$ cat src/rtl/f_to_int.sv
// f_to_int: sequential IEEE-754 single-precision to 32-bit signed integer converter.
// The magnitude is aligned one bit per cycle behind valid/ready handshakes on both sides.
// Default rounding truncates toward zero. Defining F_TO_INT_ROUND_NEAREST_EN selects
// round-to-nearest-even and extends the normal path down to exponent 126 (value in [0.5, 1)).
module f_to_int (
  input  logic        clk,
  input  logic        rstn,
  input  logic        in_valid,
  output logic        in_ready,
  input  logic [31:0] in_data,
  output logic        out_valid,
  input  logic        out_ready,
  output logic [31:0] out_data,
  output logic [2:0]  out_flags
);

  typedef enum logic [1:0] {
    IDLE  = 2'd0,
    SHIFT = 2'd1,
    SIGN  = 2'd2,
    DONE  = 2'd3
  } state_t;

  // Smallest biased exponent that still takes the shifting path.
`ifdef F_TO_INT_ROUND_NEAREST_EN
  localparam logic [7:0] MIN_EXP = 8'd126;
`else
  localparam logic [7:0] MIN_EXP = 8'd127;
`endif

  localparam logic [7:0] EXP_ALIGN = 8'd150;  // 127 + 23: integer point sits at mantissa LSB
  localparam logic [7:0] EXP_SAT   = 8'd158;  // 127 + 31: first exponent that cannot fit

  state_t      state, state_next;

  logic        sign_q;
  logic        left_q;
  logic [4:0]  cnt_q;
  logic [31:0] mag_q;
  logic        sticky_q;
`ifdef F_TO_INT_ROUND_NEAREST_EN
  logic        guard_q;
`endif

  // Operand decode
  logic        sign_in;
  logic [7:0]  exp_in;
  logic [22:0] mant_in;
  logic        left_in;
  logic [4:0]  cnt_in;
  logic        special;
  logic [31:0] spec_data;
  logic [2:0]  spec_flags;

  logic        in_xfer;
  logic        out_xfer;
  logic [31:0] mag_fin;

  assign sign_in = in_data[31];
  assign exp_in  = in_data[30:23];
  assign mant_in = in_data[22:0];

  // Shift count only needs the low five exponent bits: |exp - 150| never exceeds 24 on the
  // normal path, so modulo-32 arithmetic on exp[4:0] (150 mod 32 = 22) gives the exact count.
  assign left_in = (exp_in >= EXP_ALIGN);
  assign cnt_in  = left_in ? (exp_in[4:0] - 5'd22) : (5'd22 - exp_in[4:0]);

  assign in_xfer  = in_valid & in_ready;
  assign out_xfer = out_valid & out_ready;

  // Classify the incoming operand and form the immediate result for the special cases
  always_comb begin
    special    = 1'b1;
    spec_data  = '0;
    spec_flags = '0;
    if (exp_in == 8'hFF && mant_in != '0) begin
      spec_data  = 32'h8000_0000;
      spec_flags = 3'b100;
    end else if (exp_in >= EXP_SAT) begin
      if (in_data == 32'hCF00_0000) begin
        spec_data  = 32'h8000_0000;
        spec_flags = 3'b000;
      end else begin
        spec_data  = sign_in ? 32'h8000_0000 : 32'h7FFF_FFFF;
        spec_flags = 3'b010;
      end
    end else if (exp_in < MIN_EXP) begin
      spec_data  = '0;
      spec_flags = {2'b00, |{exp_in, mant_in}};
    end else begin
      special = 1'b0;
    end
  end

  // Final magnitude, with the nearest-even increment applied when enabled
  always_comb begin
`ifdef F_TO_INT_ROUND_NEAREST_EN
    mag_fin = mag_q + {31'd0, guard_q & (sticky_q | mag_q[0])};
`else
    mag_fin = mag_q;
`endif
  end

  // State register
  always_ff @(posedge clk or negedge rstn) begin
    if (!rstn) begin
      state <= IDLE;
    end else begin
      state <= state_next;
    end
  end

  // Next-state logic
  always_comb begin
    state_next = state;
    unique case (state)
      IDLE: begin
        if (in_valid) begin
          if (special) begin
            state_next = DONE;
          end else if (cnt_in == '0) begin
            state_next = SIGN;
          end else begin
            state_next = SHIFT;
          end
        end
      end
      SHIFT: begin
        if (cnt_q == 5'd1) begin
          state_next = SIGN;
        end
      end
      SIGN: begin
        state_next = DONE;
      end
      DONE: begin
        if (out_ready) begin
          state_next = IDLE;
        end
      end
      default: state_next = IDLE;
    endcase
  end

  // Handshake outputs derived from the current state
  always_comb begin
    in_ready = (state == IDLE);
  end

  // Operand latch and one-bit-per-cycle alignment shifter
  always_ff @(posedge clk or negedge rstn) begin
    if (!rstn) begin
      sign_q   <= 1'b0;
      left_q   <= 1'b0;
      cnt_q    <= '0;
      mag_q    <= '0;
      sticky_q <= 1'b0;
`ifdef F_TO_INT_ROUND_NEAREST_EN
      guard_q  <= 1'b0;
`endif
    end else begin
      if (in_xfer) begin
        sign_q   <= sign_in;
        left_q   <= left_in;
        cnt_q    <= cnt_in;
        mag_q    <= {8'd0, 1'b1, mant_in};
        sticky_q <= 1'b0;
`ifdef F_TO_INT_ROUND_NEAREST_EN
        guard_q  <= 1'b0;
`endif
      end else if (state == SHIFT) begin
        cnt_q <= cnt_q - 5'd1;
        if (left_q) begin
          mag_q <= {mag_q[30:0], 1'b0};
        end else begin
          mag_q <= {1'b0, mag_q[31:1]};
`ifdef F_TO_INT_ROUND_NEAREST_EN
          // The most recent bit out is the guard; older ones collapse into sticky.
          guard_q  <= mag_q[0];
          sticky_q <= sticky_q | guard_q;
`else
          sticky_q <= sticky_q | mag_q[0];
`endif
        end
      end
    end
  end

  // Result registers: loaded on a special-case accept or in SIGN, frozen through DONE
  always_ff @(posedge clk or negedge rstn) begin
    if (!rstn) begin
      out_data  <= '0;
      out_flags <= '0;
      out_valid <= 1'b0;
    end else begin
      out_valid <= (state_next == DONE);
      if (in_xfer && special) begin
        out_data  <= spec_data;
        out_flags <= spec_flags;
      end else if (state == SIGN) begin
        out_data <= sign_q ? (~mag_fin + 32'd1) : mag_fin;
`ifdef F_TO_INT_ROUND_NEAREST_EN
        out_flags <= {2'b00, guard_q | sticky_q};
`else
        out_flags <= {2'b00, sticky_q};
`endif
      end
    end
  end

  // out_xfer is implied by the DONE -> IDLE transition; kept for readability of the handshake.
  logic out_xfer_seen;
  assign out_xfer_seen = out_xfer;

endmodule

$ cat config.mk
export PLATFORM = sky130hd
export DESIGN_NAME = f_to_int
export DESIGN_NICKNAME = d
export VERILOG_FILES = /design/src/rtl/f_to_int.sv
export SDC_FILE = /design/constraint.sdc
export NUM_CORES = 1
export LEC_CHECK = 0
export CORE_MARGIN = 2
export CORE_UTILIZATION = 61
export CTS_BUF_LIST = sky130_fd_sc_hd__clkbuf_8
export DETAILED_ROUTE_END_ITERATION = 16
export PLACE_DENSITY = 0.9
export SLEW_MARGIN = 15
export SYNTH_ARGS = -nofsm -noshare
export SYNTH_HDL_FRONTEND = slang
export SYNTH_SLANG_ARGS = --single-unit
$ cat constraint.sdc
create_clock -name clk -period 4 [get_ports clk]
set_input_delay 0.4 -clock clk [delete_from_list [all_inputs] [get_ports clk]]
set_output_delay 0.4 -clock clk [all_outputs]
set_load 0.01 [all_outputs]
==> results_tabular.tex, run 1 <==
\begin{tabular}{lr}
\hline
Metric & Value \\
\hline
\multicolumn{2}{l}{\textbf{Outcome}} \\
Run status & complete, no violations \\
\multicolumn{2}{l}{\textbf{Drt}} \\
Routed via count divided by cell count & 6.71 \\
Detailed-routing iteration count for the pre-antenna-repair pass & 6 \\
First DRT Iteration DRCs & 450 \\
ANT nets after route & 0 \\
Routed length per instance & roughly 20 um \\
Via total after detailed routing & 4309 \\
Post-detailed-route DRC marker count & 0 \\
Post-Route WL & between 10000 and 15000 um \\
\multicolumn{2}{l}{\textbf{STA}} \\
Final count of pins violating max slew & 0 \\
Post-route fraction of the period consumed by the critical path & 63.8\% \\
Endpoints failing setup & 0 \\
Setup slack of the critical path after layout & 1.45 ns \\
Setup repair after global routing missed its margin & no \\
Final Skew & between 0.007 and 0.008 ns \\
Worst-margin pin slew & approximately 0.98 ns \\
Worst slew margin & 34.5\% \\
Final critical delay including setup and external delays & 2.55 ns \\
Total negative slack for setup checks & 0 ns \\
Fmax & 392 MHz \\
Number of endpoints with negative hold slack in the final report & 0 \\
\multicolumn{2}{l}{\textbf{Job}} \\
Max-cap check violation count & 0 \\
\multicolumn{2}{l}{\textbf{Floorplanning}} \\
Core footprint & 7730 um2 \\
Die boundary height & 93.1 um \\
Die Outline Area & 8670 um2 \\
Die extent in x & 93.1 um \\
Starting utilization of the core area & 62.7\% \\
Total I/O pin count & 73 \\
Number of core rows & 32 \\
\multicolumn{2}{l}{\textbf{Logic synthesis}} \\
Yosys Warn Count & 0 \\
Cell Area, Synth & between 4000 and 5000 um2 \\
Top\_reg\_cell synth & dfrtp\_1 \\
Most instantiated library cell after synthesis & dfrtp\_1 \\
Synthesized instance count & a little under 500 \\
Leading area contributor after synthesis & dfrtp\_1 \\
Top cells by area, synth & dfrtp\_1, mux2i\_1, o221a\_2, xnor2\_1, nand2\_1 \\
Synthesized flop and latch total & between 70 and 80 \\
Post-synth net total & 530 \\
Count of flip-flops with a built-in enable after synthesis & 0 \\
Seq/Total Area, Yosys & 40.3\% \\
Top-area cell type share of the netlist area & about two fifths \\
Ranking of synthesized cells by instance count & dfrtp\_1, nand2\_1, mux2i\_1, clkbuf\_1 \\
Fraction of synthesis flops using an asynchronous set or reset pin & 100\% \\
Post-synthesis cell type count & 62 \\
Average instance area after synthesis & 9.98 um2 \\
\multicolumn{2}{l}{\textbf{Worst setup path}} \\
Crit path launch type & primary input \\
Data arrival at the endpoint of the critical path & 2.78 ns \\
Worst Setup End Kind & register \\
Kind of critical path & in2reg \\
Endpoint of the most critical register-to-register path & out\_data[25] \\
Worst R2R Start & mag\_fin[6] \\
Critical path destination & out\_data[31] \\
Required time at the endpoint of the critical path & 4.23 ns \\
Worst Setup SP & in\_data[24] \\
R2r worst-path depth & 5 \\
Worst-path maximum fanout & 18 \\
Register-to-register path setup slack & 1.48 ns \\
\multicolumn{2}{l}{\textbf{Power and ir drop}} \\
Switching part of the total power & 42.2\% \\
Cell Pwr Density & 786 nW/um2 \\
Share of power burned in the clock network & 10.9\% \\
Sequential cell fraction of total power & between 30\% and 40\% \\
Internal & 2600 uW \\
Static power due to leakage & 0.00228 uW \\
Total power draw & 4510 uW \\
Net Switching & 1900 uW \\
Max VDD drop & between 0.4 and 0.5 mV \\
Comb power frac & 53.3\% \\
\multicolumn{2}{l}{\textbf{CTS}} \\
TritonCTS Buffers & 9 \\
Gates resized, CTS repair & 0 \\
Number of sinks handled by clock tree synthesis & 78 \\
Clock slew seen by the registers of the worst setup and hold paths & 0.08 ns \\
Cell at the root of the clock tree & clkbuf\_8 \\
Maximum clock insertion buffer count & 2 \\
\# Post-CTS Setup Buffers & 0 \\
TritonCTS clock tree & done \\
Cts-stage hold buffer count & 0 \\
Worst-skew pair later-pin latency & around 0.35 ns \\
H-tree levels & 3 \\
\multicolumn{2}{l}{\textbf{Hold path}} \\
Kind of path behind the tightest hold check & in2async \\
\multicolumn{2}{l}{\textbf{Final layout}} \\
Count of antenna diodes in the layout & 0 \\
Growth of design area from synthesis to finish & 18.4\% \\
Final instance count without filler cells & between 600 and 700 \\
Share of layout cells above drive strength 1 & 12.0\% \\
Multi-input gate area & around 2700 um2 \\
Final net count & 581 \\
Number of fill cells & about 540 \\
Register Area & 1950 um2 \\
\multicolumn{2}{l}{\textbf{Global routing}} \\
Maximum number of pins on one net before global-route repair & 79 \\
Global-route wire length before repair & 21100 um \\
Overall Global Routing Usage & 30.8\% \\
Congestion Overflow GR & 0 \\
Number of global-route vias before repair & 4225 \\
Number of antenna violations at the first check in global routing & 0 \\
\multicolumn{2}{l}{\textbf{Placed design}} \\
Final RePlAce weighted congestion & 0.863 \\
Cell count after placement & 627 \\
Setup slack after placement & approximately 1.1 ns \\
Estimated wirelength of the detail-placed design & 8760 um \\
IO buf count & between 70 and 80 \\
\hline
\end{tabular}
## worst min-delay path by stage
stage	start	endpoint	slack (ns)	cells after the start
2_1_floorplan	rstn	cnt_q[0]	0.10	0
3_3_place_gp	left_q	left_q	0.47	2
3_5_place_dp	out_flags[2]	out_flags[2]	0.48	1
4_1_cts	rstn	mag_fin[17]	0.25	1
5_1_grt	rstn	mag_fin[16]	0.29	1
6_report	rstn	mag_fin[16]	0.20	1
## per-stage QoR
step | hold slack [ns] | utilization (%) | instance area, um2
2_1_floorplan | 0.104 | - | 4840
3_3_place_gp | 0.467 | 72.3 | 5590
3_5_place_dp | 0.482 | 72.3 | 5590
4_1_cts | 0.247 | 74.2 | 5740
5_1_grt | 0.290 | 74.2 | 5740
6_report | 0.200 | 74.2 | 5740
## metal layers
metal  track usage [%]  up-vias  routed length (um)
met3              5.64       44                 943
met5                 0        -                   0
met4              10.2        0                 427
met1              40.4     2096                5120
met2              51.8      221                6370
li1                  -     1948                   -
## power groups by stage
stage	Clock, uW	Sequential [uW]	Combinational (uW)
3_3_place_gp	0	1580	2280
2_1_floorplan	0	1490	1670
5_1_grt	529	1660	2600
4_1_cts	493	1600	2390
6_report	490	1620	2400
3_5_place_dp	0	1600	2380
## cell families (layout without fill, tap and decap cells)
| group | Yosys count | in the layout | share of synthesized area, % |
|---|---|---|---|
| adders and majority gates | 9 | 9 | 2.33 |
| DFF | 78 | 78 | 40.3 |
| xor gates and xnor gates | 32 | 32 | 5.79 |
| AOI/OAI and AO/OA | 152 | 152 | 26.7 |
| buffers and inverters | 59 | 114 | 5.01 |
| and+or+nand+nor | 123 | 123 | 13.3 |
| muxes | 32 | 32 | 6.64 |
## critical path, cell delays in order
cell	delay [ns]
clkdlybuf4s50_1	0.63
ha_1	0.29
nand2b_1	0.07
a21oi_1	0.32
a2bb2oi_2	0.16
buf_4	0.22
a21oi_1	0.09
buf_4	0.22
a221o_1	0.37
## final cells by class
type / count / area share (%)
tap: 102 / 2.23
inverter: 17 / 1.11
clock inverter: 6 / 0.436
clock buffer: 9 / 2.16
multi-input combinational: 348 / 46.2
sequential: 78 / 34.0
timing repair buffer: 82 / 13.8
## placed cells by master, fill, tap and decap left out, drive strengths merged, types with 14 or more instances in the layout
master,count
nor2,23
dfrtp,78
clkdlybuf4s50,71
o21ai,18
o221a,23
a221o,14
a21oi,16
xnor2,23
mux2i,31
inv,21
nand2,43
## sequential cells by signal (all words and copies together) (netlist names)
name / flops
mag_fin: 32
out_data: 32
cnt_q: 5
out_flags: 3
state: 2
left_q: 1
out_valid: 1
sign_q: 1
sticky_q: 1
No activity file was read; power rests on OpenSTA's default activity.
==> run 2, diff against run 1 <==
CORE_UTILIZATION = 51   (was 61)
PLACE_DENSITY = 0.8   (was 0.9)
clock period = 2.3 ns   (was 4 ns; I/O delays follow)
==> run 2 against run 1 <==
Core utilization fell by 6.8 points. Worst setup slack got worse by 1.4 ns. Global-route usage fell by 3.0 points. Wire length rose by 7.4%. Count of clock-buffer cells in the layout rose by 1. Total power rose by 87%. Final cell count rose by 13%. Clock power rose by 110%. Sequential cell count did not move. Critical endpoint is now out_data[22]. Largest cell class unchanged.
==> results_tabular.tex, run 2 (synthesis gave the netlist of run 1 again) <==
\begin{tabular}{lr}
\hline
Metric & Value \\
\hline
\multicolumn{2}{l}{\textbf{Placed design}} \\
Final RePlAce weighted congestion & 0.879 \\
Estimated wirelength of the detail-placed design & between 9000 and 10000 um \\
Instance area after placement & approximately 6000 um2 \\
IO buf count & 72 \\
Cell count after placement & 710 \\
\multicolumn{2}{l}{\textbf{Power and ir drop}} \\
Net Switching & 3450 uW \\
Sequential cell fraction of total power & 30.0\% \\
Cell Pwr Density & approximately 1400 nW/um2 \\
Comb power frac & 57.6\% \\
Share of power burned in the clock network & around an eighth \\
Switching part of the total power & a little over 40\% \\
Static power due to leakage & 0.00256 uW \\
Internal & 4980 uW \\
Max VDD drop & $\sim$0.68 mV \\
\multicolumn{2}{l}{\textbf{Worst setup path}} \\
Worst Setup SP & mag\_fin[16] \\
Critical-path cell list & nor4\_1, buf\_4, nand4\_4, buf\_4, o41ai\_2, xnor2\_1, a221o\_1 \\
Slowest stage cell on the critical path & dfrtp\_1 \\
Kind of critical path & reg2reg \\
Register-to-register path setup slack & 0.09 ns \\
Worst Setup End Kind & register \\
Worst-path maximum fanout & 9 \\
R2r worst-path depth & 7 \\
Required time at the endpoint of the critical path & 2.56 ns \\
Delay of the slowest critical-path stage & 0.39 ns \\
Worst R2R Start & mag\_fin[16] \\
Cell seen most often among critical-path stages & buf\_4 \\
Data arrival at the endpoint of the critical path & 2.47 ns \\
Endpoint of the most critical register-to-register path & out\_data[22] \\
Crit path launch type & register \\
\multicolumn{2}{l}{\textbf{Final layout}} \\
Final non-filler cell area & 6230 um2 \\
Number of fill cells & 713 \\
Multi-input gate area & 2650 um2 \\
Count of antenna diodes in the layout & 0 \\
Share of layout cells above drive strength 1 & 20.8\% \\
Final net count & between 600 and 700 \\
Final instance count without filler cells & 725 \\
Commonest non-fill, non-tap cells in the layout & dfrtp\_1, clkdlybuf4s50\_1, buf\_4, nand2\_1, mux2i\_1 \\
Register Area & 1950 um2 \\
Final core occ & approximately 67\% \\
Leading cell type in the layout, fill and taps excluded & dfrtp\_1 \\
Growth of design area from synthesis to finish & 28.7\% \\
\multicolumn{2}{l}{\textbf{Job}} \\
Max-cap check violation count & 0 \\
\multicolumn{2}{l}{\textbf{STA}} \\
Number of endpoints with negative hold slack in the final report & 0 \\
Setup repair after global routing missed its margin & no \\
Total negative slack for setup checks & 0 ns \\
Endpoints failing setup & 0 \\
Final critical delay including setup and external delays & about 2.2 ns \\
Fmax & between 400 and 500 MHz \\
Final count of pins violating max slew & 0 \\
Worst slew margin & 32.7\% \\
Worst-margin pin slew & 1.01 ns \\
Worst slack on hold paths & 0.0348 ns \\
Final Skew & 0.0162 ns \\
Post-route fraction of the period consumed by the critical path & between 90\% and 100\% \\
\multicolumn{2}{l}{\textbf{Drt}} \\
Post-Route WL & 13800 um \\
Detailed-routing iteration count for the pre-antenna-repair pass & 6 \\
Routed length per instance & between 15 and 20 um \\
Routed via count divided by cell count & 6.16 \\
ANT nets after route & 0 \\
Via total after detailed routing & 4468 \\
First DRT Iteration DRCs & 340 \\
Post-detailed-route DRC marker count & 0 \\
\multicolumn{2}{l}{\textbf{CTS}} \\
Maximum clock insertion buffer count & 2 \\
Number of sinks handled by clock tree synthesis & 78 \\
Gates resized, CTS repair & 0 \\
TritonCTS clock tree & done \\
Clock slew seen by the registers of the worst setup and hold paths & approximately 0.08 ns \\
Worst-skew pair later-pin latency & 0.37 ns \\
H-tree levels & 3 \\
\# Post-CTS Setup Buffers & 0 \\
Cts-stage hold buffer count & 0 \\
Cell at the root of the clock tree & clkbuf\_8 \\
TritonCTS Buffers & 9 \\
\multicolumn{2}{l}{\textbf{Global routing}} \\
Congestion Overflow GR & 0 \\
Number of global-route vias before repair & 4466 \\
Overall Global Routing Usage & between 20\% and 30\% \\
Maximum number of pins on one net before global-route repair & 79 \\
Global-route wire length before repair & approximately 22000 um \\
Number of antenna violations at the first check in global routing & 0 \\
\multicolumn{2}{l}{\textbf{Floorplanning}} \\
Number of core rows & 35 \\
Core footprint & 9240 um2 \\
Die Outline Area & approximately 10000 um2 \\
Total I/O pin count & 73 \\
Die boundary height & between 100 and 150 um \\
Starting utilization of the core area & 52.4\% \\
Die extent in x & 101 um \\
\multicolumn{2}{l}{\textbf{Hold path}} \\
Kind of path behind the tightest hold check & in2async \\
\multicolumn{2}{l}{\textbf{Outcome}} \\
Run status & complete, no violations \\
\hline
\end{tabular}
## run 2: changes by cell type in the layout (fill, tap and decap cells not counted), sizes merged
cell	delta
bufinv	+1
clkinvlp	+1
inv	-3
buf	+56
clkbuf	+1
## run 2: cell type report
| class | instances | area share [%] |
|---|---|---|
| multi-input cells | 348 | 42.5 |
| flip-flops and latches | 78 | 31.3 |
| repair buffers | 138 | 19.5 |
| well taps | 129 | 2.59 |
| clock buffers | 10 | 2.21 |
| inverters | 17 | 1.02 |
| clock inverters | 5 | 0.823 |
## run 2: worst max-delay path, delay by kind of cell (launching register included)
family	cells	cell delay (ns)
XOR/XNOR	1	0.13
AND/OR/NAND/NOR	2	0.56
flip-flops	1	0.39
buffers and inverters	2	0.44
AO/OA/AOI/OAI	2	0.58
## run 2: metrics by stage
stage / setup slack [ns] / power (uW)
detailed placement: -0.0896 / 7330
floorplan: 0.208 / 5500
finish: 0.0905 / 8430
global route: 0.0259 / 8960
global placement: -0.0370 / 7150
CTS: 0.0806 / 8400
## run 2: metal layers
| layer | track usage, % | wire (um) | up-vias |
|---|---|---|---|
| li1 | - | - | 2073 |
| met1 | 36.7 | 5820 | 2208 |
| met2 | 46.5 | 6940 | 166 |
| met3 | 5.94 | 821 | 21 |
| met4 | 7.90 | 233 | 0 |
| met5 | 0 | 0 | - |
## run 2: worst max-delay path by stage
stage,endpoint,slack [ns],cells past startpoint
global placement,out_data[8],-0.04,7
detailed placement,out_data[17],-0.09,8
global route,out_data[31],0.03,7
floorplan,out_data[31],0.21,6
finish,out_data[22],0.09,7
CTS,out_data[22],0.08,7
## run 2: power groups by stage
stage / Sequential [uW] / Combinational (uW) / Clock [uW]
floorplan: 2590 / 2910 / 0
global placement: 2510 / 4630 / 0
detailed placement: 2530 / 4810 / 0
CTS: 2520 / 4830 / 1060
global route: 2590 / 5250 / 1120
finish: 2530 / 4850 / 1050
